==> src/rtl/uart_pkg.sv <==
// Shared UART definitions: data width, transmit FSM states, bit index sizing.
package uart_pkg;

  localparam int DATA_BITS = 8;
  localparam int BIT_IDX_W = $clog2(DATA_BITS);

  // Index of the final data bit; the DATA state leaves for STOP once it is on the line.
  localparam logic [BIT_IDX_W-1:0] LAST_BIT_IDX = BIT_IDX_W'(DATA_BITS - 1);

  // The state name is the kind of bit currently driven on the serial line.
  typedef enum logic [1:0] {
    IDLE  = 2'd0,
    START = 2'd1,
    DATA  = 2'd2,
    STOP  = 2'd3
  } tx_state_t;

endpackage

==> src/rtl/uart_fifo.sv <==
// Synchronous FIFO with registered count; depth must be a power of two (>= 2).
// Pushes into a full FIFO and pops from an empty FIFO are ignored.
module uart_fifo #(
  parameter int DEPTH = 4,
  parameter int WIDTH = 8
) (
  input  logic                       clk,
  input  logic                       rst,
  input  logic                       push,
  input  logic                       pop,
  input  logic [WIDTH-1:0]           din,
  output logic [WIDTH-1:0]           dout,
  output logic                       empty,
  output logic                       full,
  output logic [$clog2(DEPTH):0]     count
);

  localparam int PTR_W = $clog2(DEPTH);
  localparam logic [PTR_W:0] DEPTH_CNT = (PTR_W + 1)'(DEPTH);

  logic [WIDTH-1:0] mem_q [DEPTH];
  logic [WIDTH-1:0] mem_d [DEPTH];
  logic [PTR_W-1:0] wr_ptr_q, wr_ptr_d;
  logic [PTR_W-1:0] rd_ptr_q, rd_ptr_d;
  logic [PTR_W:0]   count_q, count_d;
  logic             push_ok_s;
  logic             pop_ok_s;

  // Flags come from the pre-edge count, so a byte written this cycle cannot be read this cycle.
  assign empty     = (count_q == '0);
  assign full      = (count_q == DEPTH_CNT);
  assign count     = count_q;
  assign dout      = mem_q[rd_ptr_q];
  assign push_ok_s = push & ~full;
  assign pop_ok_s  = pop & ~empty;

  // Next-state for storage, pointers (wrap modulo DEPTH) and occupancy count.
  always_comb begin
    mem_d    = mem_q;
    wr_ptr_d = wr_ptr_q;
    rd_ptr_d = rd_ptr_q;
    count_d  = count_q;
    if (push_ok_s) begin
      mem_d[wr_ptr_q] = din;
      wr_ptr_d        = wr_ptr_q + 1'b1;
    end else begin
      wr_ptr_d = wr_ptr_q;
    end
    if (pop_ok_s) begin
      rd_ptr_d = rd_ptr_q + 1'b1;
    end else begin
      rd_ptr_d = rd_ptr_q;
    end
    case ({push_ok_s, pop_ok_s})
      2'b10:   count_d = count_q + 1'b1;
      2'b01:   count_d = count_q - 1'b1;
      default: count_d = count_q;
    endcase
  end

  // Register FIFO state; reset empties the buffer and clears its contents.
  always_ff @(posedge clk) begin
    if (rst) begin
      mem_q    <= '{default: '0};
      wr_ptr_q <= '0;
      rd_ptr_q <= '0;
      count_q  <= '0;
    end else begin
      mem_q    <= mem_d;
      wr_ptr_q <= wr_ptr_d;
      rd_ptr_q <= rd_ptr_d;
      count_q  <= count_d;
    end
  end

endmodule

==> src/rtl/uart_tx.sv <==
// 8N1 UART transmitter: buffers host bytes in a FIFO and shifts each one out
// LSB first, one bit per clk_en pulse, with back-to-back frames when queued.
module uart_tx
  import uart_pkg::*;
#(
  parameter int FIFO_DEPTH = 4
) (
  input  logic       clk,
  input  logic       rst,
  input  logic       clk_en,
  input  logic       wr_en,
  input  logic [7:0] din,
  output logic       tx,
  output logic       busy,
  output logic       full,
  output logic       ovf
);

  localparam int CNT_W = $clog2(FIFO_DEPTH) + 1;

  logic [DATA_BITS-1:0] fifo_dout_s;
  logic                 fifo_empty_s;
  logic                 fifo_full_s;
  logic [CNT_W-1:0]     fifo_count_s;
  logic                 pop_s;

  tx_state_t            state_q, state_d;
  logic [DATA_BITS-1:0] shift_q, shift_d;
  logic [BIT_IDX_W-1:0] idx_q, idx_d;
  logic                 tx_q, tx_d;
  logic                 ovf_q, ovf_d;

  uart_fifo #(
    .DEPTH (FIFO_DEPTH),
    .WIDTH (DATA_BITS)
  ) u_fifo (
    .clk   (clk),
    .rst   (rst),
    .push  (wr_en),
    .pop   (pop_s),
    .din   (din),
    .dout  (fifo_dout_s),
    .empty (fifo_empty_s),
    .full  (fifo_full_s),
    .count (fifo_count_s)
  );

  // Status flags are decoded from registered state only, never from inputs.
  assign busy = (state_q != IDLE) | (fifo_count_s != '0);
  assign full = fifo_full_s;
  assign tx   = tx_q;
  assign ovf  = ovf_q;

  // Next-state, shift data and next line level; the line only moves on clk_en.
  always_comb begin
    state_d = state_q;
    shift_d = shift_q;
    idx_d   = idx_q;
    tx_d    = tx_q;
    pop_s   = 1'b0;
    ovf_d   = wr_en & fifo_full_s;
    if (clk_en) begin
      case (state_q)
        IDLE, STOP: begin
          if (!fifo_empty_s) begin
            pop_s   = 1'b1;
            shift_d = fifo_dout_s;
            idx_d   = '0;
            state_d = START;
            tx_d    = 1'b0;
          end else begin
            state_d = IDLE;
            tx_d    = 1'b1;
          end
        end
        START: begin
          state_d = DATA;
          idx_d   = '0;
          tx_d    = shift_q[0];
        end
        DATA: begin
          if (idx_q != LAST_BIT_IDX) begin
            idx_d   = idx_q + 1'b1;
            tx_d    = shift_q[idx_d];
          end else begin
            state_d = STOP;
            tx_d    = 1'b1;
          end
        end
        default: begin
          state_d = IDLE;
          tx_d    = 1'b1;
        end
      endcase
    end else begin
      state_d = state_q;
      tx_d    = tx_q;
    end
  end

  // Transmit FSM registers; reset aborts any frame and returns the line to idle.
  always_ff @(posedge clk) begin
    if (rst) begin
      state_q <= IDLE;
      shift_q <= '0;
      idx_q   <= '0;
      tx_q    <= 1'b1;
      ovf_q   <= 1'b0;
    end else begin
      state_q <= state_d;
      shift_q <= shift_d;
      idx_q   <= idx_d;
      tx_q    <= tx_d;
      ovf_q   <= ovf_d;
    end
  end

endmodule

==> config.mk <==
export PLATFORM = sky130hd
export DESIGN_NAME = uart_tx
export DESIGN_NICKNAME = d
export VERILOG_FILES = /design/src/rtl/uart_pkg.sv /design/src/rtl/uart_fifo.sv /design/src/rtl/uart_tx.sv
export SDC_FILE = /design/constraint.sdc
export NUM_CORES = 1
export LEC_CHECK = 0
export BUFFER_PORTS_ARGS = -buffer_cell sky130_fd_sc_hd__buf_2
export CELL_PAD_IN_SITES_DETAIL_PLACEMENT = 0
export CELL_PAD_IN_SITES_GLOBAL_PLACEMENT = 2
export CORE_UTILIZATION = 40
export CTS_CLUSTER_DIAMETER = 150
export CTS_CLUSTER_SIZE = 16
export DETAILED_ROUTE_END_ITERATION = 12
export PLACE_DENSITY_LB_ADDON = 0.1
export SLEW_MARGIN = 20
export SYNTH_ARGS = -nofsm -noshare
export SYNTH_HDL_FRONTEND = slang
export SYNTH_SLANG_ARGS = --single-unit
==> constraint.sdc <==
create_clock -name clk -period 3.75 [get_ports clk]
set_input_delay 0 -clock clk [delete_from_list [all_inputs] [get_ports clk]]
set_output_delay 0 -clock clk [all_outputs]
set_load 0.01 [all_outputs]
# After elaboration in Yosys (flattened, before gate mapping)
# Cells that the tools add are included.
# classes
add_sub_neg	5
magnitude_cmp	4
n_eq_ne	10
muxes	21
bitwise_logic	8
n_reduce_logical	10
# op_table
cell	n
32-bit bitwise mux	1
8-bit two-way mux	3
8-bit binary-select mux with 2-bit select	1
8-bit demux with 2-bit select	1
3-bit one-hot mux with 3 select lines	1
1-bit two-way mux	7
3-bit by 1-bit adder with 3-bit output (second input constant)	2
2-bit equality test (second input constant)	3
3-bit >= comparator (second input constant)	2
3-bit two-way mux	2
2-bit != test (second input constant)	3
2-bit NOT with 3-bit output	2
2-bit one-hot mux with 3 select lines	1
3-bit one-hot mux with 2 select lines	1
3-bit AND reduction	2
2-bit by 1-bit adder with 2-bit output (second input constant)	2
2-bit by 1-bit equality test with 1-bit output (second input constant)	2
3-bit by 4-bit less-than comparator with 1-bit output (second input constant)	1
2-bit nonzero test	2
1-bit bitwise AND	3
1-bit binary-select mux with 3-bit select	1
3-bit equality test (second input constant)	1
3-bit zero test	1
3-bit by 1-bit less-than comparator with 1-bit output (second input constant)	1
11 further kinds	12
# word_totals
ff_bits	54
out_inout_bits	4

# Longest topological paths before layout
# Gate-level depths: netlist of run 1.
# depth
depth_word	7
ltp_mapped	12
depth_no_buf	11

# By module
# Synthesis of run 1 repeated with hierarchy kept, for this count alone.
# hier_totals
cells_unflattened	253
area_unflattened_um2	2662.6
# by_module_without_submodules
mod	n_inst	cells_per_inst	area_per_inst_um2
uart_fifo	1	173	1903.1
uart_tx	1	80	759.5

# Least setup slack after synthesis of run 1
# No wires, ideal clock.
# synth_path
path_kind	flip-flop to flip-flop
startpoint	reg state_q[0]
endpoint	reg u_fifo.count_q[2] (netlist: u_fifo.count[2])
arrival_ns	2.458
t_required_ns	3.678
setup_slack_ns	1.220
path_stages_with_launch	13
path_buffers	1
synth_period_minus_slack_ns	2.530
cell_sequence	dfxtp_1 inv_1 ha_1 nor2_1 nand2_1 inv_1 buf_2 ha_1 inv_1 fa_1 xor2_1 or3_1 a21oi_1
# synth_between
elab_chain_cells	7
# synth_rtl
element	line	rtl
from (decl)	uart_tx.sv:27	tx_state_t state_q, state_d;
from (signal assigned)	uart_tx.sv:110	state_q <= state_d;
2-bit equality test or 2-bit zero test (tied branches)	uart_tx.sv:63	case (state_q)
2-bit OR reduction (*)	uart_tx.sv:63	
1-bit two-way mux (*)	uart_tx.sv:63	
1-bit two-way mux (*)	uart_tx.sv:62	if (clk_en) begin
1-bit bitwise AND (*)	uart_fifo.sv:35	assign pop_ok_s = pop & ~empty;
named net u_fifo.pop_ok_s	uart_fifo.sv:27	logic pop_ok_s;
2-bit by 1-bit equality test with 1-bit output or 2-bit equality test (tied branches)	uart_fifo.sv:54	case ({push_ok_s, pop_ok_s})
3-bit one-hot mux with 2 select lines or 2-bit nonzero test (tied branches)	-	
to (signal assigned)	uart_fifo.sv:72	count_q <= count_d;
to (decl)	uart_fifo.sv:25	logic [PTR_W:0] count_q, count_d;
# Mark *: on every way through the listed nets, which the timed path passes. The rest lies on a longest branch.
# A chain may end at the register's enable or synchronous reset.

# Worst setup path in the final report of run 1
# layout_path
startpoint	reg state_q[0]
endpoint	reg u_fifo.count_q[2] (netlist: u_fifo.count[2])
# layout_between
elab_chain_cells	7
# layout_rtl
element	line
2-bit equality test or 2-bit zero test (tied branches)	uart_tx.sv:63
2-bit OR reduction (*)	uart_tx.sv:63
1-bit two-way mux (*)	uart_tx.sv:63
1-bit two-way mux (*)	uart_tx.sv:62
1-bit bitwise AND (*)	uart_fifo.sv:35
2-bit by 1-bit equality test with 1-bit output or 2-bit equality test (tied branches)	uart_fifo.sv:54
3-bit one-hot mux with 2 select lines or 2-bit nonzero test (tied branches)	-
# Mark *: on every way between the ends. The rest lies on a longest branch, timed or not.

==> impl_metrics.toml, run 1 <==
[timing]
slew_viol_final = 0
finalSetupViolCount = 0
tns_ns = 0
finalClockSkew_ns = 0.00712
grt_setup_unrepaired = "false"
fin_crit_ns = 2.80
worst_slew_pin_slew_ns = 0.823
min_period_over_period_pct = 74.6
final_hold_viol_count = 0
maxSlewHeadroom_pct = 44.4
max_freq_ghz = 0.358

[synth]
async_reset_ff_share_pct = 0
syn_nets = 309
synth_cell_types = 34
synth_area_leaders = "dfxtp_1 42%, nand2_1 8.7%, mux4_2 7.1%, a21oi_1 6.7%, nand3_1 6.7%"
synth_top_cell_by_area = "dfxtp_1"
ys_seq_elements = 54
avgSynthCellArea_um2 = 8.93
synthFlopType = "dfxtp_1"
synth-warning-count = 0
synth_top_area_share_pct = 42.3
syn_inst = 286
ys_top_cells_by_count = "59 x nand2_1, 54 x dfxtp_1, 34 x a21oi_1, 34 x nand3_1, 13 x nor2_1"
synth_edf_count = 0
synth_area_mm2 = 0.00255
yosysMostFrequentCell = "nand2_1"
synth_seq_area_share_pct = 42.3

[global_routing]
grtUsageTotal_pct = 18.7
grt_pass1_vias = 1879
grt_max_degree = 55
grt_pass1_wl_um = 9300
antenna_found_initial = 0
grt_overflow_total = 0

[drt]
firstDrtPassIters = 4
vias_per_cell = 5.21
num_vias = 1970
wl_per_cell_um = 14.9
drtIter0Drc = 76
drt_wl_total_um = 5640
drc = 0
drtAntennaViolNets = 0

[finish]
layout.nets = 325
diodes = 0
design_area_mm2 = 0.00288
layout-drive-gt1-share_pct = 16.2
area_growth_syn_to_layout_pct = 12.8
final_core_util_pct = 47.8
stdcell_count = 378

[clock_tree]
clk_latency_ns = 0.31
cts_made_buffers = 5
h-tree-depth = 2
cts.repair.resized = 0
post_cts_buffers = 0
cts_tree = "done"
cts_root_buffer = "clkbuf_8"
cts_hold_buffers = 10
clock-sinks = 54
clock_path_buffers = 2
path_clk_slew_ns = 0.10

[setup_path]
critical_path.max_fanout = 11
worstSetupStartpointType = "flop"
end_kind = "flop"
cp.arrival_ns = 3.04
required_ns = 3.99
criticalPathCategory = "reg -> reg"

[die]
core_mm2 = 0.00603
start_util_pct = 42.4
die_height_um = 81.9
rows = 28
boundaryPins = 16
die_w_um = 81.9
dieArea_mm2 = 0.00671

[place]
place_area_mm2 = 0.00264
gp_congestion = 0.695
hpwl_um = 3570
port_buffers = 15
dp_cells = 360

[power]
peakVddDrop_v = 0.000260
p_leak_nw = 1.01
powerDensity_mw_per_mm2 = 565

[hold_path]
holdCritPathClass = "in -> reg"

[outcome]
outcome = "finished, final reports clean"

[run]
maxCapViolCount = 0
critical path, stage by stage (launching register included):
cell and delay, ns:
dfxtp_1 0.34, inv_1 0.07, ha_1 0.37, nor2_1 0.16, nand2_1 0.20, inv_1 0.32, ha_1 0.24, inv_1 0.06
fa_1 0.37, xor2_1 0.15, or3_1 0.30, a21oi_1 0.13
layout make-up:
cell class	instances	area, um^2
Fill cell	620	3140
Multi-Input combinational cell	204	1340
Sequential cell	54	1080
Timing Repair Buffer	26	183
Tap cell	75	93.8
Clock buffer	6	82.6
Clock inverter	2	60.1
Inverter	11	41.3
per-layer routing:
metal	GRT usage [%]	part of all wire, %	up-vias
met4	4.74	0.98	0
met3	3.67	2.8	6
li1	-	-	1013
met2	31.2	47	28
met5	0	0	-
met1	24.7	49	923
logic make-up (layout without fill, tap and decap cells):
logic type	Yosys count	count (layout)	synth area share, %
AO/OA/AOI/OAI	56	56	13.5
XOR/XNOR	5	5	1.71
adder cells (fa/ha/maj)	11	11	5.68
buffers and inverters	28	45	5.19
flip-flops	54	54	42.3
multiplexers	11	11	8.23
AND/OR/NAND/NOR	121	121	23.4
layout by cell type, fill, tap and decap left out, drive strengths merged, types with 3 or more instances in the layout:
cell type and instances:
nand3 34, buf 16, mux4 8, ha 10, xor2 3, nor3 3
dfxtp 54, nand2 63, clkbuf 6, inv 11, nor2 13, a21oi 46
dlygate4sd3 10, mux2i 3
where the power goes:
part           leakage, nW  switching [mW]  internal [mW]  total (mW)
logic                0.499           0.262          0.174       0.436
clock network       0.0714           0.204          0.285       0.489
registers            0.439          0.0678          0.636       0.704
final timing paths:
check	depth (start not counted)	to	from	slack [ns]
max reg2reg	11	u_fifo.count[2]	state_q[0]	0.95
max	11	u_fifo.count[2]	state_q[0]	0.95
min	3	u_fifo.count[0]	rst	0.30
min reg2reg	2	u_fifo.mem_q[11]	u_fifo.mem_q[11]	0.46
per-stage QoR:
| stage | setup WS, ns | hold slack, ns | power, mW |
|---|---|---|---|
| final | 0.954 | 0.298 | 1.63 |
| after global routing | 0.726 | 0.339 | 1.73 |
| after detailed placement | 0.950 | 0.284 | 1.15 |
| after CTS | 0.910 | 0.300 | 1.64 |
| after global placement | 1.01 | 0.289 | 1.15 |
| after floorplan | 1.22 | 0.147 | 1.05 |
flip-flops by register name (all words and copies together) (netlist names):
register,count
u_fifo.mem_q,32
u_fifo.count,3
u_fifo.rd_ptr_q,2
state_q,2
shift_q,8
tx,1
idx_q,3
u_fifo.wr_ptr_q,2
ovf,1
No activity file was read; power rests on OpenSTA's default activity.
==> run 2: changes to the inputs <==
Settings changed: ABC_AREA set to 1, CORE_UTILIZATION 40 to 35.
Clock period 3.75 ns to 2.58 ns, I/O delays scaled along.
==> impl_metrics.toml, run 2 <==
[timing]
maxSlewHeadroom_pct = 34.9
min_period_over_period_pct = 84.4
tns_ns = 0
max_freq_ghz = 0.459
finalClockSkew_ns = 0.0111
fin_crit_ns = 2.18
final_hold_viol_count = 0
finalSetupViolCount = 0
worst_slew_pin_slew_ns = 0.975
slew_viol_final = 0
grt_setup_unrepaired = "false"
final.setup.worst_slack_ns = 0.401

[synth]
syn_inst = 318
synth-warning-count = 0
ys_seq_elements = 54
syn_nets = 341
yosysMostFrequentCell = "a21oi_1"
synth_area_mm2 = 0.00249
synthFlopType = "dfxtp_1"
ys_top_cells_by_count = "60 x a21oi_1, 54 x dfxtp_1, 45 x o21ai_0"
async_reset_ff_share_pct = 0
synth_top_cell_by_area = "dfxtp_1"
synth_seq_area_share_pct = 43.5
avgSynthCellArea_um2 = 7.82
synth_edf_count = 0
synth_top_area_share_pct = 43.5
synth_cell_types = 28
synth_area_leaders = "dfxtp_1 43%, a21oi_1 12%, o21ai_0 9.1%, nand2_1 5.7%, inv_1 5.3%"

[power]
peakVddDrop_v = 0.000313
power_frac_clock_pct = 25.6
internal_power_mw = 1.49
p_sw_share_pct = 36.3
total_power_mw = 2.34
p_leak_nw = 1.05
p_comb_share_pct = 29.7
p_switching_uw = 849
seqPwrFrac_pct = 44.7
powerDensity_mw_per_mm2 = 830

[drt]
num_vias = 2149
drc = 0
wl_per_cell_um = 14.7
drt_wl_total_um = 6370
drtAntennaViolNets = 0
vias_per_cell = 4.95
firstDrtPassIters = 4
drtIter0Drc = 166

[run]
maxCapViolCount = 0

[finish]
layout-drive-gt1-share_pct = 10.9
mostFrequentLayoutCell = "a21oi_1"
diodes = 0
largest_register_ffs = 32
fill_cells = 755
area_growth_syn_to_layout_pct = 13.3
layout.nets = 360
final_cell_mix = "60 x a21oi_1, 54 x dfxtp_1, 45 x o21ai_0"
regMostFlops = "u_fifo.mem_q"
biggestRegsByFlops = "u_fifo.mem_q (32), shift_q (8)"

[clock_tree]
clk_latency_ns = 0.32
clock_path_buffers = 2
cts.repair.resized = 0
clock-sinks = 54
cts_made_buffers = 5
path_clk_slew_ns = 0.10
cts_root_buffer = "clkbuf_8"
h-tree-depth = 2
cts_tree = "done"
post_cts_buffers = 0

[die]
boundaryPins = 16
dieArea_mm2 = 0.00745
core_mm2 = 0.00683
start_util_pct = 36.4
die_w_um = 86.3
rows = 30
die_height_um = 86.3

[place]
port_buffers = 15
hpwl_um = 4090
pre_cts_slack_ns = 0.408
gp_congestion = 0.740

[setup_path]
regToRegSetupSlack_ns = 0.40
critical_path.max_fanout = 3
required_ns = 2.79
cp.arrival_ns = 2.39
worstSetupStartpointType = "flop"
end_kind = "flop"
criticalPathCategory = "reg -> reg"

[global_routing]
grt_max_degree = 35
antenna_found_initial = 0
grtUsageTotal_pct = 18.1
grt_pass1_vias = 1987
grt_overflow_total = 0
grt_pass1_wl_um = 10300

[hold_path]
holdCritPathClass = "in -> reg"

[outcome]
outcome = "finished, final reports clean"
run 2: per-layer routing:
metal / vias to the layer above / track usage, % / wire length [um]
met5: - / 0 / 0
met4: 0 / 3.64 / 46
met3: 5 / 2.86 / 169
met2: 24 / 28.7 / 2890
met1: 1003 / 26.0 / 3260
li1: 1117 / - / -
run 2: cell families after synthesis:
group | synth area share, %
adder cells (fa/ha/maj) | 5.84
AO/OA/AOI/OAI | 25.1
buffers and inverters | 9.91
AND/OR/NAND/NOR | 15.7
flip-flops | 43.5
run 2: final cells by class:
type / count / area (um^2) / share of cell area (%)
sequential: 54 / 1080 / 38.4
clock buffer: 5 / 68.8 / 2.44
multi-input combinational: 209 / 1160 / 41.2
clock inverter: 3 / 43.8 / 1.55
inverter: 39 / 146 / 5.20
tap: 96 / 120 / 4.26
timing repair buffer: 28 / 198 / 7.02
run 2: final timing paths:
kind / cells after the start / endpoint / startpoint
min: 2 / ovf / rst
max reg2reg: 12 / u_fifo.count[2] / state_q[0]
max: 12 / u_fifo.count[2] / state_q[0]
min reg2reg: 2 / u_fifo.mem_q[25] / u_fifo.mem_q[25]
run 2: power groups by stage:
stage | registers (mW) | logic [mW] | clock network (mW)
floorplan | 1.04 | 0.531 | 0
global placement | 1.06 | 0.696 | 0
detailed placement | 1.07 | 0.690 | 0
CTS | 1.05 | 0.704 | 0.612
global route | 1.06 | 0.797 | 0.652
finish | 1.05 | 0.695 | 0.597
run 2: what timing repair did:
action / 4_1_cts / 5_1_grt
endpoints found under the hold margin: 19 / 0
hold buffers: 10 / 0
setup endpoints to repair: 0 / 0
run 2: critical path, cell delays in order (launching register included):
cell and delay (ns):
dfxtp_1 0.36, inv_1 0.07, ha_1 0.32, inv_1 0.12
nand2_2 0.08, nor2_4 0.09, ha_1 0.14, inv_1 0.06
fa_1 0.37, a21oi_1 0.14, o21ai_0 0.10, o21ai_0 0.16
a21oi_1 0.05
run 2: through the flow:
stage / util (%) / cells / hold slack [ns] / instance area, um^2
final: 41.2 / 434 / 0.126 / 2820
after global placement: 38.1 / 416 / 0.254 / 2610
after CTS: 41.2 / 434 / 0.135 / 2820
after floorplan: - / 318 / 0.103 / 2490
after global routing: 41.2 / 434 / 0.132 / 2820
after detailed placement: 38.1 / 416 / 0.254 / 2610
==> run 3: changes to the inputs <==
Settings changed: CORE_UTILIZATION 35 to 32.
Clock period 2.58 ns to 1.95 ns, I/O delays scaled along.
==> impl_metrics.toml, run 3 (same netlist as run 2, synthesis figures left out) <==
[setup_path]
cp_slowest_cell = "fa_2"
criticalPathCategory = "reg -> reg"
path_buf_inv = 3
end_kind = "flop"
critical_path.max_fanout = 3
max_stage_delay_ns = 0.40
path_cells = "inv_2 > ha_4 > inv_4 > nand2_4 > nor2_4 > ha_4 > inv_4 > fa_2 > a21oi_2 > o21ai_2 > o21ai_1 > a21oi_1"
cp.arrival_ns = 2.17
reg2reg_depth = 12
crit_family = "adder cells"
cp_num_cells = 12
required_ns = 2.15
worstSetupStartpointType = "flop"

[place]
port_buffers = 15
hpwl_um = 4280
gp_congestion = 0.737
pre_cts_slack_ns = 0.0184

[power]
powerDensity_mw_per_mm2 = 1050
p_leak_nw = 1.09
peakVddDrop_v = 0.000439

[timing]
final_hold_viol_count = 0
finalClockSkew_ns = 0.00458
finalSetupViolCount = 1
max_freq_ghz = 0.509
slew_viol_final = 0
final.setup.worst_slack_ns = -0.0153
min_period_over_period_pct = 101
fin_hold_ws_ns = 0.134
grt_setup_unrepaired = "true"
worst_slew_pin_slew_ns = 0.567
maxSlewHeadroom_pct = 62.2
fin_crit_ns = 1.97

[global_routing]
grt_max_degree = 23
grt_overflow_total = 0
grt_pass1_vias = 2076
grtUsageTotal_pct = 16.9
grt_pass1_wl_um = 10600
antenna_found_initial = 0

[finish]
fill_cells = 809
largest_register_ffs = 32
multiInputGateArea_mm2 = 0.00120
seqCellArea_mm2 = 0.00108
biggestRegsByFlops = "u_fifo.mem_q (32), shift_q (8)"
final_cell_mix = "59 x a21oi_1, 51 x dfxtp_1, 43 x o21ai_0"
final_core_util_pct = 39.7
layout-drive-gt1-share_pct = 16.7
regMostFlops = "u_fifo.mem_q"
mostFrequentLayoutCell = "a21oi_1"
diodes = 0
area_growth_syn_to_layout_pct = 17.6
layout.nets = 370

[outcome]
violations = "negative setup slack"
outcome = "finished, violations left"

[clock_tree]
clk_latency_ns = 0.31
path_clk_slew_ns = 0.10
h-tree-depth = 2
cts_root_buffer = "clkbuf_8"
cts_made_buffers = 5
cts_tree = "done"
clock-sinks = 54
clock_path_buffers = 2

[drt]
vias_per_cell = 4.79
wl_per_cell_um = 14.2
drt_wl_total_um = 6340
drtAntennaViolNets = 0
num_vias = 2142
drc = 0
firstDrtPassIters = 4
drtIter0Drc = 80

[die]
boundaryPins = 16
die_height_um = 90.2
dieArea_mm2 = 0.00813
start_util_pct = 33.8
core_mm2 = 0.00737
rows = 31
die_w_um = 90.2

[hold_path]
holdCritPathClass = "in -> reg"
whs_path_depth = 3

[run]
maxCapViolCount = 0
[run 3: changes by cell type in the layout (fill, tap and decap cells not counted), moves of 2 or more]
| cell | delta |
|---|---|
| buf_4 | +10 |
| inv_1 | -4 |
| ha_4 | +2 |
| inv_4 | +2 |
| inv_2 | +2 |
| dfxtp_1 | -3 |
| ha_1 | -2 |
| o21ai_0 | -2 |
| dfxtp_2 | +3 |
[run 3: path summary, 6_finish.rpt]
| check | from | end | slack, ns |
|---|---|---|---|
| max | state_q[1] | u_fifo.count[2] | -0.02 |
| min | rst | u_fifo.mem_q[4] | 0.13 |
| max reg2reg | state_q[1] | u_fifo.count[2] | -0.02 |
| min reg2reg | u_fifo.mem_q[9] | u_fifo.mem_q[9] | 0.46 |
[run 3: worst register-to-register path: stages (launching register included)]
cell	delay (ns)
dfxtp_2	0.35
inv_2	0.05
ha_4	0.24
inv_4	0.06
nand2_4	0.05
nor2_4	0.11
ha_4	0.15
inv_4	0.03
fa_2	0.40
a21oi_2	0.16
o21ai_2	0.07
o21ai_1	0.13
a21oi_1	0.05
[run 3: what timing repair did]
item | 4_1_cts | 5_1_grt
hold buffers | 10 | 0
resized for setup | 0 | 10
hold endpoints to repair | 17 | 0
buffers inserted | 0 | 3
setup endpoints to repair | 0 | 1
[run 3: area by class of cell]
cell class | count | area share (%)
clock inverters | 1 | 0.171
multi-input cells | 209 | 41.0
repair buffers | 38 | 9.33
clock buffers | 7 | 2.95
inverters | 39 | 5.18
flip-flops and latches | 54 | 37.1
well taps | 99 | 4.24
[run 3: stage by stage]
stage / cell area [um^2] / total power [mW] / std cells / TNS, ns
2_1_floorplan: 2500 / 2.09 / 318 / -0.0888
3_3_place_gp: 2680 / 2.35 / 426 / 0
3_5_place_dp: 2680 / 2.35 / 426 / 0
4_1_cts: 2870 / 3.03 / 444 / 0
5_1_grt: 2920 / 3.31 / 447 / -0.148
6_report: 2920 / 3.06 / 447 / -0.0153
[run 3: per-layer routing]
layer	track usage (%)	up-vias	share of wire [%]
met5	0	-	0
met4	4.84	0	1.2
met3	3.30	7	2.1
met2	28.2	17	47
met1	22.0	988	50
li1	-	1130	-
[run 3: where the power goes]
part	total [mW]	internal [mW]	leakage, nW	switching (mW)
combinational	1.02	0.387	0.602	0.636
sequential	1.38	1.27	0.442	0.106
clock	0.656	0.288	0.0482	0.368
